===== config.mk =====
export PLATFORM = sky130hd
export DESIGN_NAME = mmio_uart_tx
export DESIGN_NICKNAME = d
export VERILOG_FILES = /design/src/rtl/mmio_uart_tx.sv
export SDC_FILE = /design/constraint.sdc
export NUM_CORES = 1
export LEC_CHECK = 0
export ABC_AREA = 1
export ABC_CLOCK_PERIOD_IN_PS = 6550
export BUFFER_PORTS_ARGS = -buffer_cell sky130_fd_sc_hd__buf_4
export CAP_MARGIN = 10
export CORE_UTILIZATION = 50
export CTS_CLUSTER_SIZE = 12
export DETAILED_ROUTE_END_ITERATION = 12
export MAX_ROUTING_LAYER = met4
export PLACE_DENSITY_LB_ADDON = 0.12
export SYNTH_ARGS = -nofsm -noshare
export SYNTH_HDL_FRONTEND = slang
export SYNTH_SLANG_ARGS = --single-unit

===== constraint.sdc =====
create_clock -name clk -period 6.55 [get_ports clk]
set_input_delay 1.31 -clock clk [delete_from_list [all_inputs] [get_ports clk]]
set_output_delay 1.31 -clock clk [all_outputs]
set_load 0.05 [all_outputs]

===== src/rtl/mmio_uart_tx.sv =====
// Memory-mapped UART transmitter: a small byte FIFO written through TXDATA_ADDR
// feeds an 8N1 serializer; STATUS_ADDR returns busy/full/overflow/count.
module mmio_uart_tx #(
    parameter int N = 64,
    parameter int CLKS_PER_BIT = 868,
    parameter int DEPTH = 4,
    parameter logic [N-1:0] TXDATA_ADDR = 'h8010,
    parameter logic [N-1:0] STATUS_ADDR = 'h8018
) (
    input  logic         clk,
    input  logic         reset,
    input  logic [N-1:0] addr,
    input  logic [N-1:0] writeData,
    input  logic         memWrite,
    input  logic         memRead,
    output logic [N-1:0] readData,
    output logic         readHit,
    output logic         tx
);
    localparam int PW  = $clog2(DEPTH);
    localparam int CW  = $clog2(DEPTH + 1);
    localparam int BCW = $clog2(CLKS_PER_BIT);

    typedef enum logic [1:0] {IDLE, START, DATA, STOP} state_t;

    state_t         state, state_n;
    logic [BCW-1:0] baud_cnt, baud_cnt_n;
    logic [2:0]     bit_idx, bit_idx_n;
    logic [7:0]     shift, shift_n;
    logic           tx_n;

    logic [7:0]     fifo_mem [DEPTH];
    logic [PW-1:0]  rd_ptr, wr_ptr;
    logic [CW-1:0]  count;
    logic           overflow;

    logic push_req, full, do_push, pop, baud_done, busy, status_rd;
    logic [2:0] count3;
    logic unused_bits;

    assign push_req    = memWrite && (addr == TXDATA_ADDR);
    assign status_rd   = memRead && (addr == STATUS_ADDR);
    assign full        = (count == CW'(DEPTH));
    assign do_push     = push_req && !full;
    assign baud_done   = (baud_cnt == BCW'(CLKS_PER_BIT - 1));
    assign busy        = (state != IDLE) || (count != '0);
    assign count3      = 3'(count);
    assign unused_bits = ^writeData[N-1:8];

    assign readHit  = (addr == STATUS_ADDR);
    assign readData = readHit ? {{(N-7){1'b0}}, count3, 1'b0, overflow, full, busy} : '0;

    // Serializer: the head byte is popped on leaving IDLE or at the end of a
    // stop bit, so consecutive frames run with no idle gap.
    always_comb begin
        state_n    = state;
        baud_cnt_n = baud_cnt;
        bit_idx_n  = bit_idx;
        shift_n    = shift;
        tx_n       = tx;
        pop        = 1'b0;
        case (state)
            IDLE: begin
                tx_n = 1'b1;
                if (count != '0) begin
                    pop        = 1'b1;
                    shift_n    = fifo_mem[rd_ptr];
                    state_n    = START;
                    tx_n       = 1'b0;
                    baud_cnt_n = '0;
                end
            end
            START: begin
                if (baud_done) begin
                    state_n    = DATA;
                    tx_n       = shift[0];
                    bit_idx_n  = '0;
                    baud_cnt_n = '0;
                end else begin
                    baud_cnt_n = baud_cnt + 1'b1;
                end
            end
            DATA: begin
                if (baud_done) begin
                    baud_cnt_n = '0;
                    if (bit_idx == 3'd7) begin
                        state_n = STOP;
                        tx_n    = 1'b1;
                    end else begin
                        shift_n   = shift >> 1;
                        tx_n      = shift[1];
                        bit_idx_n = bit_idx + 1'b1;
                    end
                end else begin
                    baud_cnt_n = baud_cnt + 1'b1;
                end
            end
            STOP: begin
                if (baud_done) begin
                    baud_cnt_n = '0;
                    if (count != '0) begin
                        pop     = 1'b1;
                        shift_n = fifo_mem[rd_ptr];
                        state_n = START;
                        tx_n    = 1'b0;
                    end else begin
                        state_n = IDLE;
                        tx_n    = 1'b1;
                    end
                end else begin
                    baud_cnt_n = baud_cnt + 1'b1;
                end
            end
            default: state_n = IDLE;
        endcase
    end

    always_ff @(posedge clk) begin
        if (reset) begin
            state    <= IDLE;
            baud_cnt <= '0;
            bit_idx  <= '0;
            shift    <= '0;
            tx       <= 1'b1;
            rd_ptr   <= '0;
            wr_ptr   <= '0;
            count    <= '0;
            overflow <= 1'b0;
        end else begin
            state    <= state_n;
            baud_cnt <= baud_cnt_n;
            bit_idx  <= bit_idx_n;
            shift    <= shift_n;
            tx       <= tx_n;
            if (do_push) wr_ptr <= wr_ptr + PW'(1);
            if (pop)     rd_ptr <= rd_ptr + PW'(1);
            if (do_push && !pop)      count <= count + 1'b1;
            else if (pop && !do_push) count <= count - 1'b1;
            // A dropped push outranks a same-edge status read.
            if (push_req && full) overflow <= 1'b1;
            else if (status_rd)   overflow <= 1'b0;
        end
    end

    always_ff @(posedge clk) begin
        if (!reset && do_push) fifo_mem[wr_ptr] <= writeData[7:0];
    end
endmodule


; Word level (Yosys, flattened, before mapping)
; Memory sizes are Yosys's and may differ from the RTL's. A register that Yosys moved wholly into a read port is not among the register bits.
; Cells that the tools add are included.
[op_classes]
add_sub_neg = 6
reduce_logical = 24
n_mux = 37
n_eq_ne = 14
[op_table]
columns = cell, count
row1 = "64-bit by 16-bit equality test with 1-bit output, second input constant", 2
row2 = 8-bit two-way mux, 4
row3 = 8-bit case mux with 3 select lines, 1
row4 = 10-bit two-way mux, 2
row5 = 10-bit case mux with 2 select lines, 1
row6 = 3-bit two-way mux, 5
row7 = 2-bit two-way mux, 7
row8 = 1-bit two-way mux, 12
row9 = "2-bit inequality test, second input constant", 6
row10 = "10-bit by 1-bit adder with 10-bit output, second input constant", 1
row11 = "10-bit equality test, second input constant", 1
row12 = 2-bit case mux with 4 select lines, 1
row13 = 4-bit AND reduction, 2
row14 = 2-bit nonzero test, 4
row15 = 1-bit logical AND, 7
row16 = 7-bit two-way mux, 1
row17 = "3-bit by 1-bit adder with 3-bit output, second input constant", 2
row18 = "3-bit equality test, second input constant", 2
row19 = 3-bit case mux with 2 select lines, 1
row20 = 3-bit nonzero test, 2
row21 = 5-bit AND reduction, 1
row22 = "2-bit by 1-bit adder with 2-bit output, second input constant", 2
row23 = "2-bit equality test, second input constant", 2
row24 = 1-bit zero test, 4
row25 = 8 further kinds, 8
[word_totals]
output_inout_bits = 66
n_memories = 1
mem_bits_rw = 32
regBits = 32
[memory_table]
columns = name, depth, width, read_ports, rd_ports_with_merged_regs, wr, line_no
row1 = fifo_mem, 4, 8, 1, 1, 1, 32  ; logic [7:0] fifo_mem [DEPTH];

; Longest topological paths before layout
[logic_depth]
ltp_word = 7
ltp_mapped = 15

; Worst setup path after synthesis
; OpenSTA, ideal clock, no wires.
[synth_path]
path_type = input to output
start = input addr[54]
end = output readData[1]
t_arrival_ps = 3032
required_ps = 5240
cell_stages = 7
n_path_buf = 0
slack_ps = 2208
path_cell_list = nor2_1 > nand2_1 > nor2_1 > nand2_1 > nor2_2 > nand3_1 > nor3_1
[synth_via]
elab_chain_cells = 2
[synth_lines]
columns = element, line_no
row1 = from (decl), 12  ; input logic [N-1:0] addr,
row2 = 64-bit by 16-bit equality test with 1-bit output, 50  ; assign readHit = (addr == STATUS_ADDR);
row3 = 7-bit two-way mux, 51  ; assign readData = readHit ? {{(N-7){1'b0}}, count3, 1'b0, overflow, full, busy} : '0;
row4 = to (decl), 16  ; output logic [N-1:0] readData,
; Every way passes these cells.

; Final worst setup path
[layout_path]
start = input addr[44]
end = output readData[1]
; Same word-level chain as after synthesis.

==> metrics.csv <==
metric,value,unit
worst-margin pin slew,787,ps
max_slew headroom,47.4,%
Final TNS setup,0,ps
Worst EP arrival,2580,ps
Final Hold Viols,0,
H-tree depth,3,
CTS tree,yes,
die area,0.00811,mm^2
clock power share,24.5,%
via count,3143,
Max clock buf depth,2,
drt first-iter violations,186,
clock sinks,66,
total power,0.00158,W
diodes inserted,0,
crit share post-route,59.4,%
crit path kind,in -> out,
top post-synthesis cells by count,"97 x nor2_1, 80 x nand2_1, 58 x buf_4",
hold_ws,464,ps
leak pwr,1.98,nW
Async SR Flop Fraction,0,%
switching pwr,0.000667,W
RSZ-0062 raised after global routing,false,
Synth warnings,0,
register area,0.00164,mm^2
peak supply drop,0.000177,V
Die X,90.1,um
Netlist Area Pre-Place,0.00388,mm^2
ys flop type,dfxtp_1,
largest cells by area after synthesis,"edfxtp_1 25%, dfxtp_1 18%, buf_4 11%, nor2_1 9.4%, nand2_1 7.7%",
core area,0.00737,mm^2
top-area cell type share of the netlist area,24.8,%
post-CTS sizing,0,
Setup Skew,11.1,ps
most common cell in the netlist,nor2_1,
Mapped Cells,487,
post-synth top area cell,edfxtp_1,
"Seq/Total Area, Yosys",42.3,%
vias in the first global route,3053,
Nets,717,
Critical Path Fanout Max,7,
max_cap viols,0,
largest net degree at the start of global routing,21,
first-pass GRT wire length,13.1,mm
Startpoint Class,primary input,
synthesis-to-finish area growth,18.2,%
initial antenna violation count,0,
Num CTS Buffers,9,
DRC violations left,0,
total setup buffers inserted after CTS,0,
hpwl dp,5.61,mm
Detailed Routing Iterations Pass 1,4,
drt wl/cell,11.1,um
CP max stage delay,230,ps
Starting Density,52.6,%
final setup fails,0,
switching part of the total,42.2,%
clk_lat worst skew,350,ps
Reg power frac,33.7,%
Required @ worst endpoint,5240,ps
Worst Setup End Kind,output pin,
hold_buf cts,0,
global route overflow,0,
RD Place Congestion,0.775,
crit-path cells,"buf_4, nor2_1, nand2_1, nor2_1, nand2_1, nor2_2, nand3_1, nor3_1, buf_4",
synthesis-stage register bit count,66,
Max Slew Vio Count,0,
fraction of layout cells with a size suffix above 1,21.4,%
FMAX,257,MHz
clock-pin slew on the worst setup and hold paths,70,ps
row count,31,
count of input and output buffers,83,
DRT Wirelength,7.50,mm
GRT Total Usage,20.3,%
Syn Area/Cell,7.96,um^2
area of the multi-input gates,0.00180,mm^2
cell chosen for the clock root,clkbuf_8,
"Slowest-stage cell, CP",buf_4,
fill count,660,
power per cell area,345,mW/mm^2
Period minus WS final,3890,ps
combinational share of power,41.8,%
Post-synth EDFFs,32,
internal power,0.000914,W
die height,90.1,um
Hold Crit Class,reg -> reg,
IO Count,198,
Via density,4.66,
Routed Antenna Nets,0,
Unique masters post-synth,37,
status,"complete, no violations",
[metal layers]
| layer | part of all wire [%] | GRT usage, % |
|---|---|---|
| met5 | 0 | - |
| met4 | 1.9 | 7.53 |
| met3 | 4.5 | 4.99 |
| met2 | 50 | 35.3 |
| met1 | 44 | 22.6 |
[critical path: cells and delay by family]
kind          cells  cell delay, ps
buf+inv           2             340
simple gates      7             940
[sequential cells by signal (all words and copies together), names as in the netlist, named ones only]
register	cells
baud_cnt	10
shift	8
overflow	1
rd_ptr	2
bit_idx	3
count	3
wr_ptr	2
state	2
tx	1
fifo_mem	32
[final timing paths]
path             from  depth (start not counted)  slack, ps     endpoint
min          overflow                          2        460     overflow
min reg2reg  overflow                          2        460     overflow
max reg2reg  state[0]                         11       4100     count[1]
max          addr[44]                          9       2660  readData[1]
[power by group through the flow]
stage	clock network, W	logic [W]	registers [W]
2_1_floorplan	0	0.000557	0.000530
3_3_place_gp	0	0.000647	0.000541
3_5_place_dp	0	0.000661	0.000543
4_1_cts	0.000396	0.000663	0.000533
5_1_grt	0.000411	0.000747	0.000542
6_report	0.000387	0.000661	0.000533
[stage by stage]
| step | area, um^2 | util (%) | std cells | setup slack (ps) |
|---|---|---|---|---|
| final | 4580 | 62.2 | 675 | 2660 |
| after global routing | 4580 | 62.2 | 675 | 2420 |
| after CTS | 4580 | 62.2 | 675 | 2640 |
| after detailed placement | 4360 | 59.2 | 659 | 2650 |
| after global placement | 4360 | 59.2 | 659 | 2650 |
| after floorplan | 4090 | - | 544 | 2210 |
[cells in the final DEF, fill, tap and decap left out, types with 4 or more instances in the layout]
cell and count:
dfxtp_1 34, o211ai_1 4, edfxtp_1 32, nand4_1 5
conb_1 58, nand2_1 80, clkbuf_8 9, o21ai_1 12
nand3_1 13, inv_1 39, nor3_1 5, buf_4 83
a21oi_1 24, ha_1 13, nor2_1 97, o21ai_0 27
[logic make-up (layout without fill, tap and decap cells)]
kind of cell | Yosys count | count (layout) | share of synthesized area (%)
adder cells (fa/ha/maj) | 14 | 14 | 4.71
XOR/XNOR | 3 | 3 | 0.678
AND/OR/NAND/NOR | 215 | 215 | 24.1
AO/OA/AOI/OAI | 76 | 76 | 11.2
flip-flops | 66 | 66 | 42.3
other | 1 | 58 | 0.0967
buffers and inverters | 112 | 144 | 16.9
[area by class of cell]
cell class                 count  share of cell area [%]
multi-input combinational    366                    39.2
timing repair buffer          83                    13.6
clock buffer                   9                    2.70
tap                           99                    2.70
sequential                    66                    35.8
inverter                      45                    3.79
clock inverter                 7                    2.18
(Power assumes the default switching activity.)
